File: src/rtl/dehaze_frame_sequencer.sv
// Frame sequencer for the dehaze pipeline: streams one frame, pads it with flush pixels, waits for the drain, pulses done.
// Latency: source pixel to dp_pixel is 1 cycle; done appears 1 cycle after the last pipeline output is sampled.
// Backpressure: s_ready is high only in STREAM; the datapath side is valid-only and cannot stall.
// Optional drain watchdog is built when SEQ_WATCHDOG_EN is defined; otherwise timeout is tied low.
module dehaze_frame_sequencer #(
    parameter int IMG_WIDTH   = 512,
    parameter int IMG_HEIGHT  = 512,
    parameter int FLUSH_MAX   = 2*IMG_WIDTH+16,
    parameter int CNT_W       = 20,
    parameter int TIMEOUT_CYC = 4096
) (
    input  logic             clk,
    input  logic             rst,
    input  logic             start,
    input  logic [23:0]      s_pixel,
    input  logic             s_valid,
    output logic             s_ready,
    output logic [23:0]      dp_pixel,
    output logic             dp_valid,
    input  logic             dp_out_valid,
    output logic             sof,
    output logic             eof,
    output logic [CNT_W-1:0] row,
    output logic [CNT_W-1:0] col,
    output logic             busy,
    output logic             done,
    output logic             timeout
);

    localparam int               N_PIX    = IMG_WIDTH * IMG_HEIGHT;
    localparam logic [CNT_W-1:0] LAST_PIX = CNT_W'(N_PIX - 1);
    localparam logic [CNT_W-1:0] ALL_PIX  = CNT_W'(N_PIX);
    localparam logic [CNT_W-1:0] LAST_COL = CNT_W'(IMG_WIDTH - 1);
    localparam int               FL_W     = $clog2(FLUSH_MAX + 2);
    localparam logic [FL_W-1:0]  FL_LAST  = FL_W'(FLUSH_MAX - 1);

    // Parameter sanity: the counters must hold N and the limits must be non-zero.
    if (FLUSH_MAX < 1) begin : g_bad_flush_max
        $error("FLUSH_MAX must be at least 1");
    end
    if ((64'd1 << CNT_W) <= 64'(N_PIX)) begin : g_bad_cnt_w
        $error("CNT_W too small for IMG_WIDTH*IMG_HEIGHT");
    end
    if (TIMEOUT_CYC < 1) begin : g_bad_timeout
        $error("TIMEOUT_CYC must be at least 1");
    end

    typedef enum logic [1:0] {IDLE, STREAM, FLUSH, DRAIN} state_t;

    state_t           state;
    logic [CNT_W-1:0] in_cnt;
    logic [CNT_W-1:0] out_cnt;
    logic [FL_W-1:0]  fl_cnt;
    logic [CNT_W-1:0] nxt_row;
    logic [CNT_W-1:0] nxt_col;
    logic             out_hit;
    logic             out_full;

`ifdef SEQ_WATCHDOG_EN
    localparam int              WD_W    = $clog2(TIMEOUT_CYC + 1);
    localparam logic [WD_W-1:0] WD_LAST = WD_W'(TIMEOUT_CYC - 1);
    logic [WD_W-1:0] wd_cnt;
`else
    assign timeout = 1'b0;
`endif

    // Handshake and status decode straight from the state register.
    assign s_ready = (state == STREAM);
    assign busy    = (state != IDLE);

    // A pipeline output counts only while a frame is active and until N is reached;
    // out_full is true once the frame's last output has been (or is being) seen.
    assign out_hit  = dp_out_valid && (state != IDLE) && (out_cnt != ALL_PIX);
    assign out_full = (out_cnt == ALL_PIX) || (out_hit && (out_cnt == LAST_PIX));

    // Frame FSM with all registered outputs and counters.
    always_ff @(posedge clk) begin
        if (rst) begin
            state    <= IDLE;
            in_cnt   <= '0;
            out_cnt  <= '0;
            fl_cnt   <= '0;
            nxt_row  <= '0;
            nxt_col  <= '0;
            dp_pixel <= '0;
            dp_valid <= 1'b0;
            sof      <= 1'b0;
            eof      <= 1'b0;
            row      <= '0;
            col      <= '0;
            done     <= 1'b0;
`ifdef SEQ_WATCHDOG_EN
            wd_cnt   <= '0;
            timeout  <= 1'b0;
`endif
        end else begin
            dp_valid <= 1'b0;
            sof      <= 1'b0;
            eof      <= 1'b0;
            done     <= 1'b0;
            if (out_hit) begin
                out_cnt <= out_cnt + CNT_W'(1);
            end
            case (state)
                IDLE: begin
                    if (start) begin
                        state   <= STREAM;
                        in_cnt  <= '0;
                        out_cnt <= '0;
                        fl_cnt  <= '0;
                        nxt_row <= '0;
                        nxt_col <= '0;
                        row     <= '0;
                        col     <= '0;
`ifdef SEQ_WATCHDOG_EN
                        wd_cnt  <= '0;
                        timeout <= 1'b0;
`endif
                    end
                end
                STREAM: begin
                    // s_ready is high throughout STREAM, so s_valid alone means accept.
                    if (s_valid) begin
                        dp_pixel <= s_pixel;
                        dp_valid <= 1'b1;
                        sof      <= (in_cnt == '0);
                        eof      <= (in_cnt == LAST_PIX);
                        row      <= nxt_row;
                        col      <= nxt_col;
                        in_cnt   <= in_cnt + CNT_W'(1);
                        if (nxt_col == LAST_COL) begin
                            nxt_col <= '0;
                            nxt_row <= nxt_row + CNT_W'(1);
                        end else begin
                            nxt_col <= nxt_col + CNT_W'(1);
                        end
                        if (in_cnt == LAST_PIX) begin
                            state <= FLUSH;
                        end
                    end
                end
                FLUSH: begin
                    // Completion beats the flush limit; dp_pixel holds the last pixel as padding.
                    if (out_full) begin
                        state <= IDLE;
                        done  <= 1'b1;
                    end else begin
                        dp_valid <= 1'b1;
                        fl_cnt   <= fl_cnt + FL_W'(1);
                        if (fl_cnt == FL_LAST) begin
                            state <= DRAIN;
                        end
                    end
                end
                DRAIN: begin
                    if (out_full) begin
                        state <= IDLE;
                        done  <= 1'b1;
                    end
`ifdef SEQ_WATCHDOG_EN
                    else if (wd_cnt == WD_LAST) begin
                        state   <= IDLE;
                        done    <= 1'b1;
                        timeout <= 1'b1;
                    end else begin
                        wd_cnt <= wd_cnt + WD_W'(1);
                    end
`endif
                end
                default: state <= IDLE;
            endcase
        end
    end

endmodule

File: config.mk
export PLATFORM = sky130hd
export DESIGN_NAME = dehaze_frame_sequencer
export DESIGN_NICKNAME = d
export VERILOG_FILES = /design/src/rtl/dehaze_frame_sequencer.sv
export SDC_FILE = /design/constraint.sdc
export NUM_CORES = 1
export LEC_CHECK = 0
export CORE_UTILIZATION = 35
export DETAILED_ROUTE_END_ITERATION = 8
export GPL_TIMING_DRIVEN = 0
export PLACE_DENSITY = 0.53
export SYNTH_ARGS = -nofsm -noshare
export SYNTH_HDL_FRONTEND = slang
export SYNTH_SLANG_ARGS = --single-unit
File: constraint.sdc
create_clock -name clk -period 2.6 [get_ports clk]
set_clock_uncertainty 0.05 [all_clocks]
set_input_delay 0.52 -clock clk [delete_from_list [all_inputs] [get_ports clk]]
set_output_delay 0.52 -clock clk [all_outputs]
set_load 0.01 [all_outputs]
**Word-level counts from Yosys, hierarchy flattened**

Cells that the tools add are included.

- Reductions and logical operators: 17
- Multiplexer cells: 30
- Add/subtract/negate cells: 5
- Bitwise logic cells: 3
- Equality and inequality tests: 16

Operators by type and width:

| cell | count |
|---|---|
| $mux 20 | 11 |
| $pmux 20 s2 | 5 |
| $add 20x1->20 const B | 4 |
| $eq 20x18->1 const B | 2 |
| $mux 11 | 2 |
| $pmux 11 s2 | 1 |
| $eq 20x19->1 const B | 1 |
| $eq 20x9->1 const B | 1 |
| $logic_not 20->1 | 1 |
| $ne 20x19->1 const B | 1 |
| $mux 2 | 6 |
| $add 11x1->11 const B | 1 |
| $eq 11x11->1 const B | 1 |
| $ne 2x2->1 const B | 4 |
| $pmux 2 s4 | 1 |
| $reduce_and 3->1 | 2 |
| $reduce_bool 2->1 | 3 |
| $reduce_and 5->1 | 1 |
| $eq 2x2->1 const B | 2 |
| $ne 2x1->1 const B | 2 |
| $reduce_and 4->1 | 1 |
| $reduce_or 2->1 | 2 |
| $logic_and 1x1->1 | 3 |
| $mux 1 | 3 |
| other kinds (8) | 10 |

- Output and inout bits: 71
- Input port bits: 29
- Register bits: 161

**Logic depth before layout (Yosys ltp)**

- Depth in word-level cells: 7
- Mapped depth: 12

**Least setup slack after synthesis**

Ideal clock, no wire load.

- Path kind: register to register
- Start: register state[0]
- End: register nxt_col[7]
- Slack: 0.294 ns
- Cell stages (with the launch flop): 11
- Data arrival time: 2.186 ns
- Period minus slack after synthesis: 2.306 ns
- Data required time: 2.480 ns
- Cells stage by stage: dfxtp_1 -> inv_1 -> ha_1 -> buf_6 -> nor2b_4 -> buf_6 -> or2_1 -> buf_6 -> or3_4 -> or3_1 -> a21oi_1

- Longest elaborated chain between the ends: 3

Ends and longest elaborated chain:

| item | RTL line | text |
|---|---|---|
| start, declared | 50 | `state_t state;` |
| start signal, assigned | 79 | `state <= IDLE;` |
| start signal, assigned | 107 | `state <= STREAM;` |
| start signal, assigned | 138 | `state <= FLUSH;` |
| $eq 2x1->1 or $logic_not 2->1 (tied branches) | 104 | `case (state)` |
| $ne 2x2->1 (no source line) or $reduce_bool 2->1 (tied branches) | -- |  |
| $reduce_and 3->1 (no source line) | -- |  |
| end signal, assigned | 135 | `nxt_col <= nxt_col + CNT_W'(1);` |
| end, declared | 55 | `logic [CNT_W-1:0] nxt_col;` |

Parallel ways exist; a longest one is shown, timed or not.
A chain may end at the register's enable or synchronous reset.

**Worst setup path after layout**

- Start: register state[1]
- End: register nxt_row[14]

- Longest elaborated chain between the ends: 3

Ends and longest elaborated chain:

| item | RTL line | text |
|---|---|---|
| $eq 2x1->1 or $logic_not 2->1 (tied branches) | 104 |  |
| $ne 2x1->1 (no source line) (tied with other cells) | -- |  |
| $reduce_and 4->1 (no source line) | -- |  |
| end signal, assigned | 133 | `nxt_row <= nxt_row + CNT_W'(1);` |
| end, declared | 54 | `logic [CNT_W-1:0] nxt_row;` |

Parallel ways exist; a longest one is shown, timed or not.

==> impl_metrics.ini <==
[layout]
drive_gt1_share_pct = 6.73
multi_input_area_mm2 = 0.00376
diodes = 0
fin_area_mm2 = 0.00920
finalNonFillerCells = 1251
most-common-layout-cells = dfxtp_1 (159), nand2_1 (109), nor2_1 (108)
nets = 1011
seq_area_mm2 = 0.00323
area_delta_synth_final_pct = 27.8
fillers = 2062
finalCoreUtilization_pct = 45.6
final_common_cell = dfxtp_1

[logic_synthesis]
syn-cell-area_mm2 = 0.00720
synth.area.top_cells = dfxtp_1 (45%), nor2_1 (5.7%), nand2_1 (5.7%)
synth_edf_count = 0
synthesis.nets = 895
synth_flop_cell = dfxtp_1
yosys.area.top_type_share_pct = 44.8
yosysWarnings = 0
synthDistinctLibCells = 53
yosysSeqAreaShare_pct = 44.8
synth_seq_cells = 161
synthArstFlopShare_pct = 0
avgSynthCellArea_um2 = 8.42
yosys.area.top_type = dfxtp_1
postSynthCellCount = 855

[timing]
period_needed_ps = 2510
relSlewSlack_pct = 38.8
final_max_slew_viol_count = 0
tightest_slew_ps = 911
max_freq_mhz = 398
setup_viol = 0
final_hold_viol_count = 0
finalCritPeriodShare_pct = 96.7

[setup_path]
cp-endpoint = nxt_row[14]
critPathLaunch = state[1]
reg2reg_slack_ps = 90
path_cells = inv_1, ha_1, buf_2, mux2i_4, or2_1, buf_6, clkbuf_4, buf_4, o41ai_1, a21oi_1
r2r-end = nxt_row[14]
cp.arrival_ps = 2750
crit_type = reg2reg
cp_top_family = buffers and inverters
slowest_stage = dfxtp_2
r2r_cells = 10
cp_max_fo = 10
path_buf_inv = 5
startpoint_type = flop
r2r-start = state[1]
worst-path-stages = 10
end_kind = flop
max_stage_delay_ps = 350
required_ps = 2830

[global_route]
grt_pass1_wl_um = 32500
grt-ovfl-total = 0
grt_max_degree = 17
gr-usage-all-layers_pct = 19.0
grt_pass1_vias = 6185
grt_antenna_before_repair = 0

[power_and_ir_drop]
power.density_mw_per_mm2 = 757
vdd_drop_max_mv = 0.432
p_leak_nw = 3.09

[placed_design]
place_hpwl_um = 13700
numPortBuffers = 98
place_inst = 1223
gp_congestion = 0.798
place_area_mm2 = 0.00852

[clock_tree]
cts_max_path_buffers = 2
post_cts_buffers = 0
clk_latency_ps = 430
cts_tree = built
root_buffer = clkbuf_16
clk_pin_slew_worst_paths_ps = 60
h-tree-depth = 4
hold_buffers = 0
cts_buffers = 17
cts_sinks = 161

[run]
maxCapViolCount = 0

[routing]
avgViaCountPerCell = 5.19
dr.pass1.iters = 5
drc_errors = 0
wl_per_cell_um = 15.6
vias = 6497
drt_iter0_markers = 457
wl_um = 19500
ant_nets = 0

[floorplan]
core_area_mm2 = 0.0202
die_area_mm2 = 0.0211
ios = 100
initial_utilization_pct = 35.7
fp.dieH_um = 145
rows = 52
die_x_um = 145

[min_path]
hold_class = reg2reg

[outcome]
status = complete, no violations
## Yosys cell counts, types with 11 or more instances
| cell | count |
|---|---|
| and3_1 | 16 |
| nand2_1 | 109 |
| nor4_1 | 20 |
| dfxtp_1 | 161 |
| nand2b_1 | 12 |
| xor2_1 | 24 |
| or3_1 | 16 |
| nor2_1 | 110 |
| or4_1 | 11 |
| nor3_1 | 22 |
| xnor2_1 | 21 |
| clkbuf_1 | 36 |
| buf_2 | 11 |
| ha_1 | 11 |
| mux2i_1 | 18 |
| nand3_1 | 28 |
| inv_1 | 14 |
| nand4_1 | 31 |
| a22oi_1 | 42 |
| a21oi_1 | 55 |
## cell type report
type	count	share of cell area, %
tap	270	3.67
clock inverter	10	1.78
clock buffer	19	4.71
sequential	161	35.1
timing repair buffer	98	10.7
multi-input combinational	629	40.9
inverter	14	0.571
buffer	50	2.63
## kinds of logic after synthesis
group,after synthesis,share of synthesized area (%)
multiplexers,18,2.50
flip-flops,161,44.8
other,1,0.0521
buffers and inverters,65,3.95
AO/OA/AOI/OAI,148,13.5
AND/OR/NAND/NOR,406,27.9
XOR/XNOR,45,5.48
adder cells (fa/ha/maj),11,1.91
## worst min path at each step
stage          cells after the start          from            to  slack [ps]
2_1_floorplan                      2    fl_cnt[10]    fl_cnt[10]         390
3_3_place_gp                       2   dp_pixel[5]   dp_pixel[5]         390
3_5_place_dp                       2  dp_pixel[20]  dp_pixel[20]         400
4_1_cts                            2  dp_pixel[20]  dp_pixel[20]         410
5_1_grt                            2   dp_pixel[4]   dp_pixel[4]         420
6_report                           2   dp_pixel[4]   dp_pixel[4]         400
## tightest hold or removal path, stage by stage, from the launching register on
cell     delay, ps
dfxtp_1        310
nand2_1         50
a21oi_1         50
## layer usage
| metal | part of all wire (%) | track usage (%) | vias up |
|---|---|---|---|
| li1 | - | - | 3279 |
| met1 | 50 | 26.1 | 3060 |
| met2 | 45 | 29.6 | 141 |
| met3 | 4.2 | 4.67 | 17 |
| met4 | 1.2 | 5.05 | 0 |
| met5 | 0 | 0 | - |
## repair_timing
action                                  in CTS  in global routing
resized for setup                            5                 23
hold endpoints to repair                     0                  0
endpoints found under the setup margin      72                 63
## flip-flops by register name (all words and copies together), names as in the netlist
name      cells
dp_pixel     24
col          20
in_cnt       20
nxt_col      20
nxt_row      20
out_cnt      20
row          20
fl_cnt       11
state         2
done          1
dp_valid      1
eof           1
sof           1
## where the power goes
group | total, mW | leakage, nW | internal (mW) | switching (mW)
Combinational | 1.74 | 1.50 | 0.565 | 1.18
Clock | 2.61 | 0.289 | 1.59 | 1.02
Sequential | 2.62 | 1.30 | 2.55 | 0.0645
Total | 6.97 | 3.09 | 4.71 | 2.26
## stage by stage
stage	setup slack (ps)	setup TNS (ps)	hold slack, ps	power, mW
after floorplan	294	0	389	3.69
after global placement	-464	-26710	392	4.35
after detailed placement	-462	-26570	396	4.35
after CTS	30.2	0	406	6.98
after global routing	-15.1	-17.7	424	7.31
final	86.4	0	401	6.97
No activity file was read; power rests on OpenSTA's default activity.
